--- config.mk ---
export PLATFORM = sky130hd
export DESIGN_NAME = uart_receiver_flat
export DESIGN_NICKNAME = d
export VERILOG_FILES = /design/src/rtl/uart_pkg.sv /design/src/rtl/uart_receiver_if.sv /design/src/rtl/uart_rx_sync.sv /design/src/rtl/uart_receiver.sv /design/src/flat_wrapper.sv
export SDC_FILE = /design/constraint.sdc
export NUM_CORES = 1
export LEC_CHECK = 0
export BUFFER_PORTS_ARGS = -buffer_cell sky130_fd_sc_hd__buf_2
export CAP_MARGIN = 40
export CORE_ASPECT_RATIO = 1.25
export CORE_MARGIN = 8
export CORE_UTILIZATION = 50
export DETAILED_ROUTE_END_ITERATION = 12
export PLACE_DENSITY = 0.71
export SLEW_MARGIN = 20
export SYNTH_ARGS = -nofsm -noshare
export SYNTH_HDL_FRONTEND = slang
export SYNTH_SLANG_ARGS = --single-unit
--- constraint.sdc ---
create_clock -name clk -period 3.3 [get_ports clk]
set_input_delay 0.165 -clock clk [delete_from_list [all_inputs] [get_ports clk]]
set_output_delay 0.165 -clock clk [all_outputs]
set_load 0.03 [all_outputs]
--- src/rtl/uart_pkg.sv ---
// Shared UART definitions: receiver FSM encoding, default frame geometry,
// and the transmitter's frame constants.
package uart_pkg;

  localparam int unsigned OVERSAMPLE_DEF = 16;
  localparam int unsigned DATA_BITS_DEF  = 9;

  // Frame framing shared by transmitter and receiver
  localparam logic        START_BIT  = 1'b0;
  localparam logic        STOP_BIT   = 1'b1;
  localparam int unsigned FRAME_BITS = 1 + DATA_BITS_DEF + 1;

  // Codes are visible on stateOUT, so the values are fixed
  typedef enum logic [3:0] {
    IDLE  = 4'd0,
    START = 4'd1,
    DATA  = 4'd2,
    STOP  = 4'd3,
    BREAK = 4'd4
  } rx_state_e;

endpackage

--- src/rtl/uart_receiver_if.sv ---
// Receiver-to-FIFO/register-block signals; master side is the receiver.
interface uart_receiver_if
  import uart_pkg::*;
#(
  parameter int unsigned DATA_BITS = DATA_BITS_DEF
);
  logic                 fifo_full;
  logic [DATA_BITS-1:0] DATA_OUT;
  logic                 rx_write;
  logic                 framing_error;
  logic                 overrun;

  modport master (
    input  fifo_full,
    output DATA_OUT, rx_write, framing_error, overrun
  );

  modport slave (
    output fifo_full,
    input  DATA_OUT, rx_write, framing_error, overrun
  );
endinterface

--- src/rtl/uart_rx_sync.sv ---
// Multi-stage bit synchronizer for asynchronous pin inputs; resets to RESET_VAL.
module uart_rx_sync
  import uart_pkg::*;
#(
  parameter int unsigned STAGES    = 2,
  parameter logic        RESET_VAL = 1'b1
) (
  input  logic clk,
  input  logic reset,
  input  logic d,
  output logic q
);
  logic [STAGES-1:0] sync_q, sync_d;

  always_comb begin
    sync_d = {sync_q[STAGES-2:0], d};
  end

  always_ff @(posedge clk or posedge reset) begin
    if (reset) sync_q <= {STAGES{RESET_VAL}};
    else       sync_q <= sync_d;
  end

  assign q = sync_q[STAGES-1];
endmodule

--- src/rtl/uart_receiver.sv ---
// UART receive path: oversampled start/data/stop recovery, pushes good
// words to the receive FIFO and flags framing and overrun faults.
module uart_receiver
  import uart_pkg::*;
#(
  parameter int unsigned OVERSAMPLE = OVERSAMPLE_DEF,
  parameter int unsigned DATA_BITS  = DATA_BITS_DEF
) (
  input  logic              clk,
  input  logic              reset,
  input  logic              sample_tick,
  input  logic              RX_IN,
  output logic [3:0]        stateOUT,
  uart_receiver_if.master   rx_if
);
  localparam int unsigned   TW       = $clog2(OVERSAMPLE);
  localparam logic [TW-1:0] MID_CNT  = TW'(OVERSAMPLE / 2 - 1);
  localparam logic [TW-1:0] LAST_CNT = TW'(OVERSAMPLE - 1);
  localparam logic [3:0]    LAST_BIT = 4'(DATA_BITS - 1);

  logic rxs;

  rx_state_e            state_q,     state_d;
  logic [TW-1:0]        tick_cnt_q,  tick_cnt_d;
  logic [3:0]           bit_idx_q,   bit_idx_d;
  logic [DATA_BITS-1:0] shift_q,     shift_d;
  logic [DATA_BITS-1:0] data_out_q,  data_out_d;
  logic                 rx_write_q,  rx_write_d;
  logic                 frame_err_q, frame_err_d;
  logic                 overrun_q,   overrun_d;
  logic [TW-1:0]        tick_wrap;

  uart_rx_sync #(
    .STAGES    (2),
    .RESET_VAL (1'b1)
  ) u_sync (
    .clk   (clk),
    .reset (reset),
    .d     (RX_IN),
    .q     (rxs)
  );

  assign tick_wrap = (tick_cnt_q == LAST_CNT) ? '0 : tick_cnt_q + 1'b1;

  always_comb begin
    state_d     = state_q;
    tick_cnt_d  = tick_cnt_q;
    bit_idx_d   = bit_idx_q;
    shift_d     = shift_q;
    data_out_d  = data_out_q;
    rx_write_d  = 1'b0;
    frame_err_d = 1'b0;
    overrun_d   = 1'b0;

    if (sample_tick) begin
      case (state_q)
        IDLE: begin
          if (!rxs) begin
            state_d    = START;
            tick_cnt_d = '0;
          end
        end
        START: begin
          tick_cnt_d = tick_cnt_q + 1'b1;
          if (tick_cnt_q == MID_CNT) begin
            if (!rxs) begin
              state_d    = DATA;
              tick_cnt_d = '0;
              bit_idx_d  = '0;
            end else begin
              state_d = IDLE;
            end
          end
        end
        DATA: begin
          tick_cnt_d = tick_wrap;
          if (tick_cnt_q == LAST_CNT) begin
            shift_d   = {rxs, shift_q[DATA_BITS-1:1]};
            bit_idx_d = bit_idx_q + 1'b1;
            if (bit_idx_q == LAST_BIT) state_d = STOP;
          end
        end
        STOP: begin
          tick_cnt_d = tick_wrap;
          // Leaving at mid-stop lets a back-to-back start bit be caught in IDLE
          if (tick_cnt_q == LAST_CNT) begin
            if (!rxs) begin
              frame_err_d = 1'b1;
              state_d     = BREAK;
            end else if (rx_if.fifo_full) begin
              overrun_d = 1'b1;
              state_d   = IDLE;
            end else begin
              data_out_d = shift_q;
              rx_write_d = 1'b1;
              state_d    = IDLE;
            end
          end
        end
        BREAK: begin
          if (rxs) state_d = IDLE;
        end
        default: state_d = IDLE;
      endcase
    end
  end

  always_ff @(posedge clk or posedge reset) begin
    if (reset) begin
      state_q     <= IDLE;
      tick_cnt_q  <= '0;
      bit_idx_q   <= '0;
      shift_q     <= '0;
      data_out_q  <= '0;
      rx_write_q  <= 1'b0;
      frame_err_q <= 1'b0;
      overrun_q   <= 1'b0;
    end else begin
      state_q     <= state_d;
      tick_cnt_q  <= tick_cnt_d;
      bit_idx_q   <= bit_idx_d;
      shift_q     <= shift_d;
      data_out_q  <= data_out_d;
      rx_write_q  <= rx_write_d;
      frame_err_q <= frame_err_d;
      overrun_q   <= overrun_d;
    end
  end

  assign stateOUT            = state_q;
  assign rx_if.DATA_OUT      = data_out_q;
  assign rx_if.rx_write      = rx_write_q;
  assign rx_if.framing_error = frame_err_q;
  assign rx_if.overrun       = overrun_q;
endmodule

--- src/flat_wrapper.sv ---
// flat-port wrapper written by rule: the top's interface ports become plain ports
module uart_receiver_flat import uart_pkg::*;
#(
  parameter int unsigned OVERSAMPLE = OVERSAMPLE_DEF,
  parameter int unsigned DATA_BITS  = DATA_BITS_DEF
)
  (clk, reset, sample_tick, RX_IN, stateOUT, rx_if_fifo_full, rx_if_DATA_OUT, rx_if_rx_write, rx_if_framing_error, rx_if_overrun);
  uart_receiver_if #(.DATA_BITS(DATA_BITS)) rx_if_i ();
  input  logic clk;
  input  logic reset;
  input  logic sample_tick;
  input  logic RX_IN;
  output logic [3:0] stateOUT;
  input wire logic [$bits(rx_if_i.fifo_full)-1:0] rx_if_fifo_full;
  output wire logic [$bits(rx_if_i.DATA_OUT)-1:0] rx_if_DATA_OUT;
  output wire logic [$bits(rx_if_i.rx_write)-1:0] rx_if_rx_write;
  output wire logic [$bits(rx_if_i.framing_error)-1:0] rx_if_framing_error;
  output wire logic [$bits(rx_if_i.overrun)-1:0] rx_if_overrun;
  assign rx_if_i.fifo_full = rx_if_fifo_full;
  assign rx_if_DATA_OUT = rx_if_i.DATA_OUT;
  assign rx_if_rx_write = rx_if_i.rx_write;
  assign rx_if_framing_error = rx_if_i.framing_error;
  assign rx_if_overrun = rx_if_i.overrun;
  uart_receiver #(.OVERSAMPLE(OVERSAMPLE), .DATA_BITS(DATA_BITS)) u_core (.clk(clk), .reset(reset), .sample_tick(sample_tick), .RX_IN(RX_IN), .stateOUT(stateOUT), .rx_if(rx_if_i));
endmodule
==> reports/qor.log <==
INFO  placement      hpwl=1990um
INFO  die            die-area=5180um2
INFO  clock_network  worst_skew_pair.late_latency=330ps
INFO  routing        firstDrtPassIters=4
INFO  synth          yosys_register_bits=34
INFO  clock_network  clock_tree.htree_level_count=2
INFO  clock_network  total_clock_buffers_created_by_cts=5
INFO  clock_network  cts_root_buf=clkbuf_4
INFO  power          cellPowerDensity=560nW/um2
INFO  die            chipHeight=78.5um
INFO  grt            grt_pass1_vias=1122
INFO  clock_network  cts-hold-fix-buffers=2
INFO  sta            worst_slew_pin_slew=753ps
INFO  grt            grt.total_usage=12.5%
INFO  die            core.rowCount=22
INFO  sta            rsz_0062_raised_after_global_routing=false
INFO  finish         final_net_count=160
INFO  run            drv.max_cap_violation_count=0
INFO  finish         drive_above_1_share=35.3%
INFO  sta            layout_min_cycle_time=2020ps
INFO  synth          synth.distinct_cells=38
INFO  synth          synth_area=1560um2
INFO  power          vdd_drop_max=327uV
INFO  sta            setup_tns=0ps
INFO  synth          synth.avg_cell_area=12.2um2
INFO  clock_network  cts_tree=yes
INFO  power          power.static_leakage=0.901nW
INFO  finish         layout.cells.most_common_list=dfrtp_1, mux2_2, buf_2
INFO  sta            finalHoldViolations=0
INFO  finish         fill_cells=256
INFO  die            coreArea=2970um2
INFO  routing        detailedRoute.firstIterationViolations=29
INFO  worst_setup_path worst-setup-path-type=flop to flop
INFO  sta            fmaxAchievable=496MHz
INFO  worst_setup_path timing.critical_path.cells=ha_1 -> nand3_2 -> nor4_4 -> mux2_2
INFO  clock_network  post_cts_resized=0
INFO  clock_network  clock_sink_count=34
INFO  synth          ys_async_sr_fraction=100%
INFO  routing        ant_nets=0
INFO  synth          synth_seq_area_share=54.7%
INFO  die            fp.dieW=66.0um
INFO  worst_setup_path worst_path_maximum_fanout=10
INFO  synth          synthesis.nets=136
INFO  sta            slew_headroom=49.5%
INFO  placement      placement.io_buffers=19
INFO  grt            grt_first_pass_wirelength=5160um
INFO  routing        route.detailed.wl_per_inst=15.0um
INFO  routing        viasPerCell=5.55
INFO  grt            largest_net_degree_at_the_start_of_global_routing=35
INFO  worst_setup_path timing.critical_path.arrival=2250ps
INFO  finish         layout_commonest_cell=dfrtp_1
INFO  worst_setup_path critPathSlowestCell=nor4_4
INFO  worst_setup_path max_stage_delay=690ps
INFO  sta            min_period_over_period=61.1%
INFO  synth          synth_edf_count=0
INFO  worst_setup_path path_buf_inv=0
INFO  hold_path      min-delay-path-class=input pin to flop
INFO  grt            initial_antenna_violation_count=0
INFO  worst_setup_path critPathCaptureType=flop
INFO  synth          dominantRegCellSynth=dfrtp_1
INFO  status         outcome=completed
INFO  synth          yosys_warnings=0
INFO  routing        postRouteWirelength=2830um
INFO  sta            finalHoldWorstSlack=78.9ps
INFO  routing        detail_route.drc_violations=0
INFO  finish         insertedDiodeCount=0
INFO  sta            slew_violations=0
INFO  clock_network  clk_pin_slew=100ps
INFO  die            boundary_pin_count=21
INFO  sta            setup_skew_after_layout=3.60ps
INFO  worst_setup_path required=3530ps
INFO  die            initial_utilization=52.5%
INFO  worst_setup_path timing.critical_path.from_type=flop
INFO  routing        routed-via-count=1049
INFO  synth          postSynthCellCount=128
INFO  clock_network  clockBufferDepth=2
INFO  placement      globalplace.congestion=0.839
INFO  worst_setup_path worst_path_dominant_cell_family=simple AND/OR/NAND/NOR gates
INFO  clock_network  cts.repair_timing.setup_buffer_count=0
INFO  grt            grt_remaining_overflow=0
INFO  finish         area_delta_synth_final=12.8%
INFO  sta            setup_viol=0
-- per-stage QoR --
step | instances | worst slack [ps] | utilization (%) | instance area, um2 | power (mW)
floorplan | 128 | 1460 | - | 1560 | 0.715
global placement | 179 | 1360 | 56.6 | 1680 | 0.763
detailed placement | 179 | 1280 | 56.6 | 1680 | 0.767
CTS | 189 | 1280 | 59.2 | 1760 | 0.997
global route | 189 | 1190 | 59.2 | 1760 | 1.06
finish | 189 | 1280 | 59.2 | 1760 | 0.985
-- kinds of logic (layout without fill, tap and decap cells) --
kind of cell,after synthesis,in the layout,synth area share [%]
adder cells (fa/ha/maj),3,3,2.41
buffers and inverters,11,36,3.05
AO/OA/AOI/OAI,27,27,12.1
XOR/XNOR,2,2,1.12
flip-flops,34,34,54.7
other,1,1,0.240
AND/OR/NAND/NOR,31,31,12.7
multiplexers,19,19,13.7
-- path summary, 6_finish.rpt --
check	to	start	slack (ps)	cells past startpoint
max	u_core.rx_if.DATA_OUT[4]	u_core.tick_cnt_q[0]	1280	4
min	u_core.rx_if.rx_write	rx_if_fifo_full	80	2
max reg2reg	u_core.rx_if.DATA_OUT[4]	u_core.tick_cnt_q[0]	1280	4
min reg2reg	u_core.u_sync.sync_q[1]	u_core.u_sync.sync_q[0]	360	0
max in group asynchronous	u_core.u_sync.sync_q[0]	reset	2510	4
min in group asynchronous	u_core.rx_if.DATA_OUT[4]	reset	460	4
-- routing by layer --
metal	vias to the layer above	routed length (um)	global-route usage, %
met4	0	41	3.85
li1	501	-	-
met1	519	1250	14.6
met3	5	174	5.11
met5	-	0	0
met2	24	1370	20.4
-- state kept, by name, summed over array words and instances, names as in the netlist --
signal	count
u_core.rx_if.framing_error	1
u_core.shift_q	9
u_core.u_sync.sync_q	2
u_core.rx_if.DATA_OUT	9
u_core.rx_if.rx_write	1
u_core.rx_if.overrun	1
u_core.bit_idx_q	4
u_core.stateOUT	3
u_core.tick_cnt_q	4
-- area by class of cell --
cell class | instances | area, um2 | share of cell area [%]
Clock inverter | 2 | 15.0 | 0.853
Multi-Input combinational cell | 83 | 659 | 37.5
Clock buffer | 6 | 41.3 | 2.35
Sequential cell | 34 | 853 | 48.5
Tap cell | 36 | 45.0 | 2.56
Inverter | 6 | 22.5 | 1.28
Timing Repair Buffer | 22 | 123 | 6.97
-- synth_stat cells, types with 2 or more instances --
cell type	count	share of area (%)
nor2_1	8	1.9
nor2b_1	2	0.80
dfrtp_1	32	51
a21oi_1	4	1.3
a22oi_1	2	0.96
a2bb2oi_1	3	1.7
o31ai_1	2	0.96
o21ai_0	7	2.2
clkbuf_1	2	0.48
inv_1	6	1.4
buf_2	2	0.64
nand2_1	8	1.9
dfstp_2	2	3.4
ha_1	3	2.4
mux2_2	19	14
a22o_1	3	1.7
a21o_1	2	0.96
-- power by group --
group / switching [mW] / internal (mW)
logic: 0.140 / 0.102
registers: 0.0647 / 0.455
clock network: 0.141 / 0.0831
total: 0.345 / 0.640
(Power assumes the default switching activity.)
